===== src/rtl/stepper_param.sv =====
// stepper_param: parametrised one-hot instruction-cycle stepper.
// Sequences NUM_STEPS phases. Adds run control, hold, early end of
// instruction, latched halt and a completed-cycle counter.
// Optional feature: define STEPPER_SINGLE_STEP_EN to add the ss_mode/ss_go
// single-step gating inputs.
module stepper_param #(
    parameter int NUM_STEPS = 6,
    parameter int CNT_W     = 8
) (
    input  logic                         clk,
    input  logic                         reset,
    input  logic                         enable,
    input  logic                         hold,
    input  logic                         early_end,
    input  logic                         halt,
`ifdef STEPPER_SINGLE_STEP_EN
    input  logic                         ss_mode,
    input  logic                         ss_go,
`endif
    output logic [NUM_STEPS-1:0]         step,
    output logic [$clog2(NUM_STEPS)-1:0] step_idx,
    output logic                         cycle_done,
    output logic [CNT_W-1:0]             cycle_count,
    output logic                         halted
);

    localparam int IDX_W = $clog2(NUM_STEPS);
    localparam logic [NUM_STEPS-1:0] FIRST_STEP = NUM_STEPS'(1);
    localparam logic [IDX_W-1:0]     LAST_IDX   = IDX_W'(NUM_STEPS - 1);

    typedef enum logic [1:0] {
        IDLE   = 2'd0,
        RUN    = 2'd1,
        HALTED = 2'd2
    } state_t;

    state_t state;
    logic   halt_pend;
    logic   stall;
    logic   cycle_end;

    // Freeze condition for a RUN clock: explicit hold, or single-step mode
    // waiting for a go level.
`ifdef STEPPER_SINGLE_STEP_EN
    always_comb begin
        stall = hold | (ss_mode & ~ss_go);
    end
`else
    always_comb begin
        stall = hold;
    end
`endif

    // A cycle ends on the last step or on early_end at any step; both
    // together still count as a single cycle end.
    always_comb begin
        cycle_end = (step_idx == LAST_IDX) | early_end;
    end

    // Main sequencer: state, step vector, counter and status flags.
    always_ff @(posedge clk) begin
        if (reset) begin
            state       <= IDLE;
            step        <= '0;
            step_idx    <= '0;
            cycle_done  <= 1'b0;
            cycle_count <= '0;
            halted      <= 1'b0;
            halt_pend   <= 1'b0;
        end else begin
            cycle_done <= 1'b0;
            case (state)
                IDLE: begin
                    if (halt) begin
                        state  <= HALTED;
                        halted <= 1'b1;
                    end else if (enable) begin
                        state    <= RUN;
                        step     <= FIRST_STEP;
                        step_idx <= '0;
                    end
                end
                RUN: begin
                    // halt is latched on every RUN clock, held or not; the
                    // clear on entry to HALTED below overrides this.
                    if (halt) begin
                        halt_pend <= 1'b1;
                    end
                    if (!stall) begin
                        if (cycle_end) begin
                            cycle_done  <= 1'b1;
                            cycle_count <= cycle_count + 1'b1;
                            if (halt_pend || halt) begin
                                state     <= HALTED;
                                step      <= '0;
                                step_idx  <= '0;
                                halted    <= 1'b1;
                                halt_pend <= 1'b0;
                            end else if (!enable) begin
                                state    <= IDLE;
                                step     <= '0;
                                step_idx <= '0;
                            end else begin
                                step     <= FIRST_STEP;
                                step_idx <= '0;
                            end
                        end else begin
                            step     <= {step[NUM_STEPS-2:0], 1'b0};
                            step_idx <= step_idx + 1'b1;
                        end
                    end
                end
                HALTED: begin
                    state <= HALTED;
                end
                default: begin
                    state    <= IDLE;
                    step     <= '0;
                    step_idx <= '0;
                end
            endcase
        end
    end

endmodule


===== config.mk =====
export PLATFORM = sky130hd
export DESIGN_NAME = stepper_param
export DESIGN_NICKNAME = d
export VERILOG_FILES = /design/src/rtl/stepper_param.sv
export SDC_FILE = /design/constraint.sdc
export NUM_CORES = 1
export LEC_CHECK = 0
export CORE_MARGIN = 3
export CORE_UTILIZATION = 30
export CTS_BUF_LIST = sky130_fd_sc_hd__clkbuf_16
export DETAILED_ROUTE_END_ITERATION = 16
export MAX_ROUTING_LAYER = met4
export PLACE_DENSITY = 0.61
export SYNTH_ARGS = -nofsm -noshare
export SYNTH_HDL_FRONTEND = slang
export SYNTH_SLANG_ARGS = --single-unit

===== constraint.sdc =====
create_clock -name clk -period 1.4 [get_ports clk]
set_input_delay 0.35 -clock clk [delete_from_list [all_inputs] [get_ports clk]]
set_output_delay 0.35 -clock clk [all_outputs]
set_load 0.02 [all_outputs]

==> key figures, run 1 <==
Setup path
  – Startpoint types: flop
  – Crit-path max cell delay: 0.35 ns
  – Delay-heaviest family, CP: flip-flops
  – Reg2Reg Depth: 6
  – Critical path class: reg -> reg
  – Critical path depth: 6
  – Critical Path Sink Type: flop
  – R2R setup slack: 0.02 ns
  – CP max stage cell: dfxtp_4
  – Critical R2R Launch: step_idx[1]$_SDFFE_PP0P_
  – Critical Path RT: 1.56 ns
  – CP Cell Sequence: inv_2, ha_4, a21oi_4, buf_12, or3_1, a221oi_2
  – Critical R2R Capture: state[1]$_SDFFE_PP0P_
  – Buf+Inv Stages, Crit Path: 2
  – CP Max Fanout: 11
  – Arr. time, crit path: 1.54 ns

Job
  – Max-Cap Viols: 0

Run status
  – Status: completed

Pwr
  – Leakage: 0.0007094 uW
  – Pwr Density: 859.2 nW/um2
  – VDD IR max: 0.3996 mV

Synth
  – Mapped cell area: 1001 um2
  – Syn_nets: 113
  – Yosys cell types: 39
  – Yosys reg bits: 22
  – Top-area cell type share of the netlist area: 0.4400
  – Ys async rst share: 0
  – Number of synthesized flops with an enable pin: 0
  – Syn avg cell area: 9.625 um2
  – Cell count after synthesis: 104
  – Area leader, netlist: dfxtp_1
  – Ys flop type: dfxtp_1
  – Warnings, synthesis: 0
  – Most area-consuming cells after synthesis: dfxtp_1, xnor2_1, nand2_1
  – Seq/Total Area, Yosys: 0.4400

Final layout
  – Share of layout cells above drive strength 1: 0.3400
  – Multi-input gate area: 613.1 um2
  – Antenna Cells: 0
  – Reg area: 455.4 um2
  – Nets: 160
  – Layout area overhead: 62.87%
  – Final instance count without filler cells: 194
  – Fillers: 289
  – Final core utilization: 0.5212

STA
  – Final Setup Violations: 0
  – Final Hold Fails: 0
  – Worst slew margin: 0.8084
  – Slew @ Worst Pin: 0.2875 ns
  – Minimum clock period: 1.379 ns
  – Setup Skew: 0.003188 ns
  – Setup ws final: 0.02081 ns
  – Fmax: 725.1 MHz
  – RSZ-0062 raised after global routing: true
  – Fin crit share: 0.9851
  – Max Slew Vio Count: 0
  – Setup TNS: 0 ns

Die
  – I/O pin count: 25
  – Die extent in x: 63.76 um
  – Die Y: 63.76 um
  – Placement row count: 20
  – Die area: 4065 um2
  – Starting density of the core: 0.3200
  – Core ar.: 3128 um2

Clock tree
  – CTS Hold Bufs: 0
  – CTS Buf Count: 3
  – Largest buffer count on any clock path: 2
  – Clock transition at path regs: 0.06 ns
  – Skew-Pair Late Insertion Delay: 0.25 ns
  – Clock tree from TritonCTS: yes
  – H-tree levels: 1
  – Clock sinks: 22
  – CTS root buffer: clkbuf_16

Global routing
  – GRT Util Overall: 0.1267
  – Global-route wire length before repair: 3.988 mm
  – Largest net degree at the start of global routing: 14
  – Vias in the first global route: 915
  – GR Overflow Total: 0
  – Initial antenna violation count: 0

Placed design
  – Dpl cells: 184
  – IO buf count: 24
  – Worst slack, placed: -0.4728 ns
  – GPL Wtd Cong: 0.8185
  – Post-DP HPWL: 1.766 mm

Route
  – # DRC: 0
  – TritonRoute pass-1 iters: 4
  – Routed length per instance: 12.36 um
  – Via density: 4.763
  – Iteration-0 DRC Markers: 63
  – Final WL: 2.397 mm
  – Vias: 924
  – Routed Antenna Nets: 0

Worst hold path
  – Hold EP: step[5]$_SDFFE_PP0P_
  – Worst Hold Depth: 2
  – Hold path startpoint: step[5]$_SDFFE_PP0P_
  – Hold Crit Class: reg -> reg
## cells in the mapped netlist (2+ instances only)
master	n
xnor2_1	5
ha_1	3
o21ai_0	2
o32ai_1	2
o22ai_1	4
nor4_2	2
nand2_1	11
nand4_1	2
xor2_1	2
clkbuf_1	2
nand3_1	3
nor2_1	10
a21oi_1	4
dfxtp_1	22
nor3_1	2
inv_1	5
## flip-flops by register name (all words and copies together), names as in the netlist
name	flops
halted	1
cycle_count	8
step	6
cycle_done	1
state	2
step_idx	3
halt_pend	1
## cell type report
type / instances / share of cell area
clock buffer: 3 / 0.04605
clock inverter: 1 / 0.002302
inverter: 5 / 0.01151
multi-input combinational: 72 / 0.3761
sequential: 22 / 0.2794
tap: 44 / 0.03377
timing repair buffer: 47 / 0.2510
## worst max path at each step
stage                             endpoint                      from  slack [ns]
2_1_floorplan     step_idx[2]$_SDFFE_PP0P_  step_idx[1]$_SDFFE_PP0P_       -0.02
4_1_cts              state[1]$_SDFFE_PP0P_                 early_end       -0.02
6_report             state[1]$_SDFFE_PP0P_  step_idx[1]$_SDFFE_PP0P_        0.02
5_1_grt        cycle_count[5]$_SDFFE_PP0P_     state[0]$_SDFFE_PP0P_       -0.03
3_3_place_gp   cycle_count[3]$_SDFFE_PP0P_                      hold       -0.46
3_5_place_dp   cycle_count[3]$_SDFFE_PP0P_                      hold       -0.47
## per-layer routing
metal	up-vias	wire length, um	track usage
met3	4	70	0.02636
met5	-	0	-
li1	461	-	-
met2	13	1224	0.2021
met1	446	1062	0.1540
met4	0	40	0.05660
## placed cells by master (no fill, tap or decap), types with 2 or more instances in the layout
| cell type | netlist | final |
|---|---|---|
| xnor2_1 | 5 | 5 |
| buf_12 | 0 | 2 |
| o21ai_0 | 2 | 2 |
| clkbuf_16 | 0 | 3 |
| o22ai_1 | 4 | 4 |
| nor3_1 | 2 | 2 |
| nor4_4 | 0 | 2 |
| dfxtp_2 | 0 | 3 |
| dlygate4sd2_1 | 0 | 21 |
| dfxtp_1 | 22 | 16 |
| nand3_1 | 3 | 3 |
| xor2_1 | 2 | 2 |
| inv_1 | 5 | 5 |
| o32ai_2 | 1 | 2 |
| nand2_1 | 11 | 11 |
| nor2_1 | 10 | 10 |
| ha_4 | 0 | 2 |
| nand4_1 | 2 | 2 |
| a21oi_1 | 4 | 3 |
| dfxtp_4 | 0 | 3 |
| buf_4 | 1 | 21 |
## timing repair
action	4_1_cts	5_1_grt
pin swaps	6	4
endpoints found under the setup margin	37	12
resized for setup	28	11
buffers inserted	2	4
## worst min-delay path, cell delays in order (launching register included)
cell     delay, ns
dfxtp_1       0.31
inv_1         0.04
o32ai_1       0.07
## power by group
group          leakage [uW]  internal (uW)  switching (uW)  total (uW)
Clock             0.0000423            381             218         598
Sequential         0.000182            633            8.46         641
Combinational      0.000485           77.5            83.7         161
Total              0.000709           1090             310        1400
## cell families (layout without fill, tap and decap cells)
group                    after synthesis  after routing  share of synthesized area
XOR/XNOR                               7              7                    0.06125
multiplexers                           1              1                    0.01000
AND/OR/NAND/NOR                       41             41                     0.2463
buffers and inverters                 10             56                    0.05000
adder cells (fa/ha/maj)                3              3                    0.03750
AO/OA/AOI/OAI                         20             20                     0.1550
flip-flops                            22             22                     0.4400
## stage by stage
| stage | hold slack (ns) | total power (uW) | area, um2 |
|---|---|---|---|
| finish | 0.4710 | 1401 | 1630 |
| global route | 0.5121 | 1452 | 1630 |
| CTS | 0.4723 | 1407 | 1536 |
| detailed placement | 0.4654 | 797.7 | 1446 |
| global placement | 0.4567 | 795.4 | 1446 |
| floorplan | 0.4862 | 733.7 | 1049 |
(Power assumes the default switching activity.)
==> inputs of run 2 (changes only) <==
--- a/config.mk
+++ b/config.mk
@@ -11,6 +11,7 @@
 export DETAILED_ROUTE_END_ITERATION = 16
 export MAX_ROUTING_LAYER = met4
 export PLACE_DENSITY = 0.61
+export SKIP_LAST_GASP = 1
 export SYNTH_ARGS = -nofsm -noshare
 export SYNTH_HDL_FRONTEND = slang
 export SYNTH_SLANG_ARGS = --single-unit
==> run 2 against run 1 <==
The flow now finishes with violations (negative setup slack). Clock skew down 0.0010 ns. Clock power about the same. Combinational power about the same. Non-clock buffer count up 1. Flip-flop and latch count unchanged. Sequential share of layout area up 0.22 points. Die area unchanged. Total power down 0.15%. Critical path depth unchanged. Worst setup slack worse by 0.043 ns. Final cell count up 0.52%. Critical path type unchanged.
==> key figures, run 2 (synthesis results as in run 1) <==
Route
  – TritonRoute pass-1 iters: 4 (unchanged)
  – Routed Antenna Nets: 0 (unchanged)
  – Routed length per instance: 12.27 um (-0.68%)
  – Vias: 936 (+1.3%)
  – Iteration-0 DRC Markers: 38 (-40%)
  – Final WL: 2.393 mm (-0.17%)
  – Via density: 4.800 (+0.78%)
  – # DRC: 0 (unchanged)

Pwr
  – Pwr Density: 864.5 nW/um2 (+0.62%)
  – Psw: 307.7 uW (-0.67%)
  – Seq pwr share: 0.458 (about the same)
  – Leakage: 0.0007100 uW (about the same)
  – VDD IR max: 0.4019 mV (+0.59%)
  – Comb power frac: 0.115 (about the same)
  – Int Power: 1091 uW (unchanged)
  – Switching portion of total power: 0.2200 (-0.001157)
  – Clock power share: 0.427 (about the same)

Setup path
  – Critical path class: reg -> reg
  – Startpoint types: flop
  – Arr. time, crit path: 1.58 ns (+0.04 ns)
  – CP Max Fanout: 11 (unchanged)
  – Crit-path max cell delay: 0.35 ns (about the same)
  – Critical Path RT: 1.56 ns (about the same)
  – Buf+Inv Stages, Crit Path: 2 (unchanged)
  – Critical path depth: 6 (unchanged)
  – Delay-heaviest family, CP: flip-flops
  – CP Cell Sequence: inv_1, ha_2, a21oi_2, buf_12, or3_1, a221oi_2
  – Reg2Reg Depth: 6 (unchanged)
  – CP max stage cell: dfxtp_4
  – Critical Path Sink Type: flop

Job
  – Max-Cap Viols: 0 (unchanged)

Placed design
  – GPL Wtd Cong: 0.8185 (unchanged)
  – Worst slack, placed: -0.4728 ns (unchanged)
  – IO buf count: 24 (unchanged)
  – Dpl cells: 184 (unchanged)
  – Post-DP HPWL: 1.766 mm (unchanged)

STA
  – Setup ws final: -0.02257 ns (-0.04338 ns)
  – Fin crit share: 1.016 (+0.03098)
  – Worst slew margin: 0.8009 (-0.007479)
  – RSZ-0062 raised after global routing: true
  – Max Slew Vio Count: 0 (unchanged)
  – Hold_ws: 0.4709 ns (-0.00003900 ns)
  – Final Hold Fails: 0 (unchanged)
  – Slew @ Worst Pin: 0.2987 ns (+0.01122 ns)
  – Minimum clock period: 1.423 ns (+0.04338 ns)
  – Setup Skew: 0.002147 ns (-0.001042 ns)
  – Fmax: 703.0 MHz (-3.0%)
  – Final Setup Violations: 2 (+2)

Final layout
  – Antenna Cells: 0 (unchanged)
  – Most common cell after layout, fill and taps aside: buf_4
  – Layout area overhead: 61.62%
  – Share of layout cells above drive strength 1: 0.3245 (-0.01550)
  – Commonest non-fill, non-tap cells in the layout: buf_4, dlygate4sd2_1, dfxtp_1
  – Regs by FF count: cycle_count: 8 flops, step: 6 flops, step_idx: 3 flops
  – Final core utilization: 0.5172 (-0.004000)
  – Final instance count without filler cells: 195 (+0.52%)
  – Nets: 161 (+0.63%)
  – Largest Register: cycle_count
  – Largest register FFs: 8 (unchanged)

Global routing
  – GRT Util Overall: 0.1267 (unchanged)
  – Vias in the first global route: 913 (-0.22%)
  – Largest net degree at the start of global routing: 14 (unchanged)
  – Initial antenna violation count: 0 (unchanged)
  – Global-route wire length before repair: 3.988 mm (unchanged)
  – GR Overflow Total: 0 (unchanged)

Clock tree
  – Largest buffer count on any clock path: 2 (unchanged)
  – CTS Buf Count: 3 (unchanged)
  – CTS root buffer: clkbuf_16
  – Clock sinks: 22 (unchanged)
  – Clock tree from TritonCTS: yes
  – H-tree levels: 1 (unchanged)
  – Skew-Pair Late Insertion Delay: 0.25 ns (about the same)
  – Clock transition at path regs: 0.06 ns (about the same)

Die
  – I/O pin count: 25 (unchanged)
  – Core ar.: 3128 um2 (unchanged)
  – Die extent in x: 63.76 um (unchanged)
  – Die area: 4065 um2 (unchanged)
  – Die Y: 63.76 um (unchanged)
  – Starting density of the core: 0.3200 (unchanged)
  – Placement row count: 20 (unchanged)

Worst hold path
  – Hold Crit Class: reg -> reg
  – Worst Hold Depth: 2 (unchanged)

Run status
  – Failing checks: negative setup slack
  – Status: finished, violations left
[run 2: timing repair]
item / 4_1_cts / 5_1_grt
hold buffers: 0 / 0
setup buffers: 2 / 5
endpoints found under the hold margin: 0 / 0
setup endpoints to repair: 37 / 13
gates resized for setup: 27 / 7
pin swaps: 6 / 6
[run 2: stage by stage]
step / cell area, um2 / total power [uW] / TNS, ns
after floorplan: 1049 / 733.7 / -0.04253
after global placement: 1446 / 795.4 / -6.521
after detailed placement: 1446 / 797.7 / -6.843
after CTS: 1536 / 1407 / -0.05719
after global routing: 1618 / 1451 / -0.5150
final: 1618 / 1399 / -0.02660
[run 2: worst min-delay path, stage by stage (launching register included)]
cell and delay (ns):
dfxtp_1 0.31, inv_1 0.04, o32ai_1 0.07
[run 2: power groups by stage]
| stage | Combinational [uW] | Clock (uW) | Sequential, uW |
|---|---|---|---|
| floorplan | 73.7 | 0 | 660 |
| global placement | 140 | 0 | 656 |
| detailed placement | 141 | 0 | 656 |
| CTS | 147 | 617 | 642 |
| global route | 171 | 637 | 642 |
| finish | 160 | 597 | 641 |
[run 2: metal layers]
metal | vias up | global-route usage | wire length [um]
met5 | - | - | 0
met4 | 0 | 0.05660 | 40
met3 | 4 | 0.02636 | 86
met2 | 19 | 0.2021 | 1210
met1 | 446 | 0.1540 | 1055
li1 | 467 | - | -
[run 2: cell type report]
type                       count  area (um2)
fill                         286        1510
multi-input combinational     72       588.1
sequential                    22       455.4
timing repair buffer          48       421.7
clock buffer                   3       75.07
tap                           44       55.05
inverter                       5       18.77
clock inverter                 1       3.754
[run 2: final timing paths]
check	start	endpoint	slack, ns
max	step_idx[1]$_SDFFE_PP0P_	state[1]$_SDFFE_PP0P_	-0.02
min	step[5]$_SDFFE_PP0P_	step[5]$_SDFFE_PP0P_	0.47
max reg2reg	step_idx[1]$_SDFFE_PP0P_	state[1]$_SDFFE_PP0P_	-0.02
min reg2reg	step[5]$_SDFFE_PP0P_	step[5]$_SDFFE_PP0P_	0.47
==> inputs of run 3 (changes only) <==
--- a/config.mk
+++ b/config.mk
@@ -10,7 +10,7 @@
 export CTS_BUF_LIST = sky130_fd_sc_hd__clkbuf_16
 export DETAILED_ROUTE_END_ITERATION = 16
 export MAX_ROUTING_LAYER = met4
-export PLACE_DENSITY = 0.61
+export PLACE_DENSITY = 0.59
 export SKIP_LAST_GASP = 1
 export SYNTH_ARGS = -nofsm -noshare
 export SYNTH_HDL_FRONTEND = slang
==> constraint.sdc (replaced) <==
create_clock -name clk -period 1.6 [get_ports clk]
set_input_delay 0.4 -clock clk [delete_from_list [all_inputs] [get_ports clk]]
set_output_delay 0.4 -clock clk [all_outputs]
set_load 0.02 [all_outputs]
==> run 3 against run 2 <==
The run now ends clean. Non-clock buffer count down 3. Clock power is 14% lower. First-iteration DRC count down 34%. Worst setup slack improved by 0.039 ns. Core utilization shrank 1.0 points. Register-to-register slack gained 0.09 ns. Clock skew barely moved. Die area unchanged. Critical path depth down 5. Cell area shrank 1.9%. Count of clock-buffer cells in the layout is the same. Final cell count fell by 2.1%. Critical endpoint is now step[2].
==> key figures, run 3 (synthesis results as in run 1) <==
Run status
  – Status: completed

Clock tree
  – H-tree levels: 1 (unchanged)
  – Skew-Pair Late Insertion Delay: 0.25 ns (about the same)
  – Largest buffer count on any clock path: 2 (unchanged)
  – CTS Hold Bufs: 0 (unchanged)
  – Clock transition at path regs: 0.06 ns (about the same)
  – CTS root buffer: clkbuf_16
  – Clock tree from TritonCTS: yes
  – CTS Buf Count: 3 (unchanged)
  – Clock sinks: 22 (unchanged)

Pwr
  – Power, Total: 1225 uW (-12%)
  – Leakage: 0.0007794 uW (+9.8%)
  – VDD IR max: 0.3457 mV (-14%)
  – Pwr Density: 772.0 nW/um2 (-11%)

STA
  – Max Slew Vio Count: 0 (unchanged)
  – Hold_ws: 0.4681 ns (-0.002830 ns)
  – Minimum clock period: 1.583 ns
  – Final Setup Violations: 0 (-2)
  – RSZ-0062 raised after global routing: true
  – Final Hold Fails: 0 (unchanged)
  – Worst slew margin: 0.8005 (about the same)
  – Slew @ Worst Pin: 0.2961 ns (-0.002603 ns)
  – Fin crit share: 0.9894
  – Fmax: 631.7 MHz
  – Setup Skew: 0.002539 ns (+0.0003924 ns)

Placed design
  – IO buf count: 24 (unchanged)
  – GPL Wtd Cong: 0.7273 (-11%)
  – Area after DPL: 1385 um2 (-4.2%)
  – Post-DP HPWL: 1.786 mm (+1.1%)

Job
  – Max-Cap Viols: 0 (unchanged)

Global routing
  – GRT Util Overall: 0.1302 (+0.003522)
  – Vias in the first global route: 914 (+0.11%)
  – Initial antenna violation count: 0 (unchanged)
  – Largest net degree at the start of global routing: 12 (-2)
  – Global-route wire length before repair: 4.167 mm (+4.5%)
  – GR Overflow Total: 0 (unchanged)

Setup path
  – Arr. time, crit path: 1.18 ns (-0.40 ns)
  – Critical R2R Capture: cycle_count[7]$_SDFFE_PP0P_
  – Crit-path max cell delay: 0.61 ns (+0.26 ns)
  – CP Cell Sequence: clkdlybuf4s50_1
  – Delay-heaviest family, CP: buffers and inverters
  – Crit path to: step[2]
  – Critical Path RT: 1.20 ns (-0.36 ns)
  – Critical Path Sink Type: primary output
  – CP Max Fanout: 2 (-9)
  – Critical path depth: 1 (-5)
  – CP max stage cell: clkdlybuf4s50_1
  – Critical R2R Launch: state[1]$_SDFFE_PP0P_
  – Critical path class: reg -> out
  – R2R setup slack: 0.07 ns (+0.09 ns)
  – Reg2Reg Depth: 5 (-1)
  – Startpoint types: flop
  – Critical Path Source: step[2]$_SDFFE_PP0P_
  – Buf+Inv Stages, Crit Path: 1 (-1)

Final layout
  – Share of layout cells above drive strength 1: 0.2857 (-0.03879)
  – Largest Register: cycle_count
  – Largest register FFs: 8 (unchanged)
  – Fin area: 1587 um2 (-1.9%)
  – Commonest non-fill, non-tap cells in the layout: buf_4, dfxtp_1, nand2_1
  – Layout area overhead: 58.50%
  – Final core utilization: 0.5072 (-0.01000)
  – Most common cell after layout, fill and taps aside: buf_4
  – Nets: 158 (-1.9%)
  – Antenna Cells: 0 (unchanged)
  – Regs by FF count: cycle_count: 8 flops, step: 6 flops, step_idx: 3 flops

Route
  – Final WL: 2.463 mm (+2.9%)
  – # DRC: 0 (unchanged)
  – TritonRoute pass-1 iters: 4 (unchanged)
  – Routed length per instance: 12.90 um (+5.1%)
  – Routed Antenna Nets: 0 (unchanged)
  – Via density: 4.785 (-0.31%)
  – Vias: 914 (-2.4%)
  – Iteration-0 DRC Markers: 25 (-34%)

Die
  – Die extent in x: 63.76 um (unchanged)
  – Die Y: 63.76 um (unchanged)
  – I/O pin count: 25 (unchanged)
  – Starting density of the core: 0.3200 (unchanged)
  – Die area: 4065 um2 (unchanged)
  – Core ar.: 3128 um2 (unchanged)
  – Placement row count: 20 (unchanged)

Worst hold path
  – Hold Crit Class: reg -> reg
-- run 3: cell types whose count changed in the layout (fill, tap and decap cells not counted), sizes merged --
cell,before,now
inv,6,5
dlymetal6s2s,1,10
buf,24,21
dlygate4sd2,21,10
clkdlybuf4s50,1,4
clkdlybuf4s15,1,0
-- run 3: repair_timing --
action | in CTS | in global routing
endpoints found under the setup margin | 14 | 22
pin swaps | 2 | 8
buffers inserted | 0 | 4
resized for setup | 14 | 23
endpoints found under the hold margin | 0 | 0
gates cloned | 0 | 1
-- run 3: power by group --
group	total [uW]	internal (uW)	switching (uW)	leakage, uW
Sequential	571	558	12.3	0.000180
Clock	511	329	182	0.0000370
Combinational	143	74.8	68.3	0.000563
Total	1220	963	262	0.000779
-- run 3: stage by stage --
step | setup TNS, ns | instances | setup slack [ns]
4_1_cts | -0.08165 | 186 | -0.04111
6_report | 0 | 191 | 0.01688
2_1_floorplan | 0 | 104 | 0.02297
3_3_place_gp | -3.571 | 183 | -0.3002
5_1_grt | -0.01964 | 191 | -0.01255
3_5_place_dp | -4.233 | 183 | -0.3234
-- run 3: worst min path at each step --
| stage | depth (start not counted) | end | startpoint | slack [ns] |
|---|---|---|---|---|
| 5_1_grt | 1 | state[1]$_SDFFE_PP0P_ | state[0]$_SDFFE_PP0P_ | 0.49 |
| 3_3_place_gp | 2 | halted$_SDFFE_PP0P_ | halted$_SDFFE_PP0P_ | 0.45 |
| 6_report | 1 | state[1]$_SDFFE_PP0P_ | state[0]$_SDFFE_PP0P_ | 0.47 |
| 2_1_floorplan | 2 | halt_pend$_SDFFE_PP0P_ | halt_pend$_SDFFE_PP0P_ | 0.50 |
| 4_1_cts | 2 | step[5]$_SDFFE_PP0P_ | step[5]$_SDFFE_PP0P_ | 0.48 |
| 3_5_place_dp | 2 | step[5]$_SDFFE_PP0P_ | step[5]$_SDFFE_PP0P_ | 0.48 |
-- run 3: layout make-up --
class	count	area, um2
fill	285	1541
multi-input combinational	72	574.3
sequential	22	445.4
timing repair buffer	45	417.9
clock buffer	3	75.07
tap	44	55.05
inverter	5	18.77
-- run 3: routing by layer --
metal  global-route usage  routed length, um
met2               0.2282               1298
met5                    -                  0
met1               0.1500               1045
met3              0.02460                 83
met4              0.04043                 36
-- run 3: worst reg2reg max path: stages (launching register included) --
cell	delay, ns
dfxtp_2	0.38
or3b_4	0.42
buf_4	0.16
nor4_4	0.26
xnor2_1	0.15
nor2_1	0.06
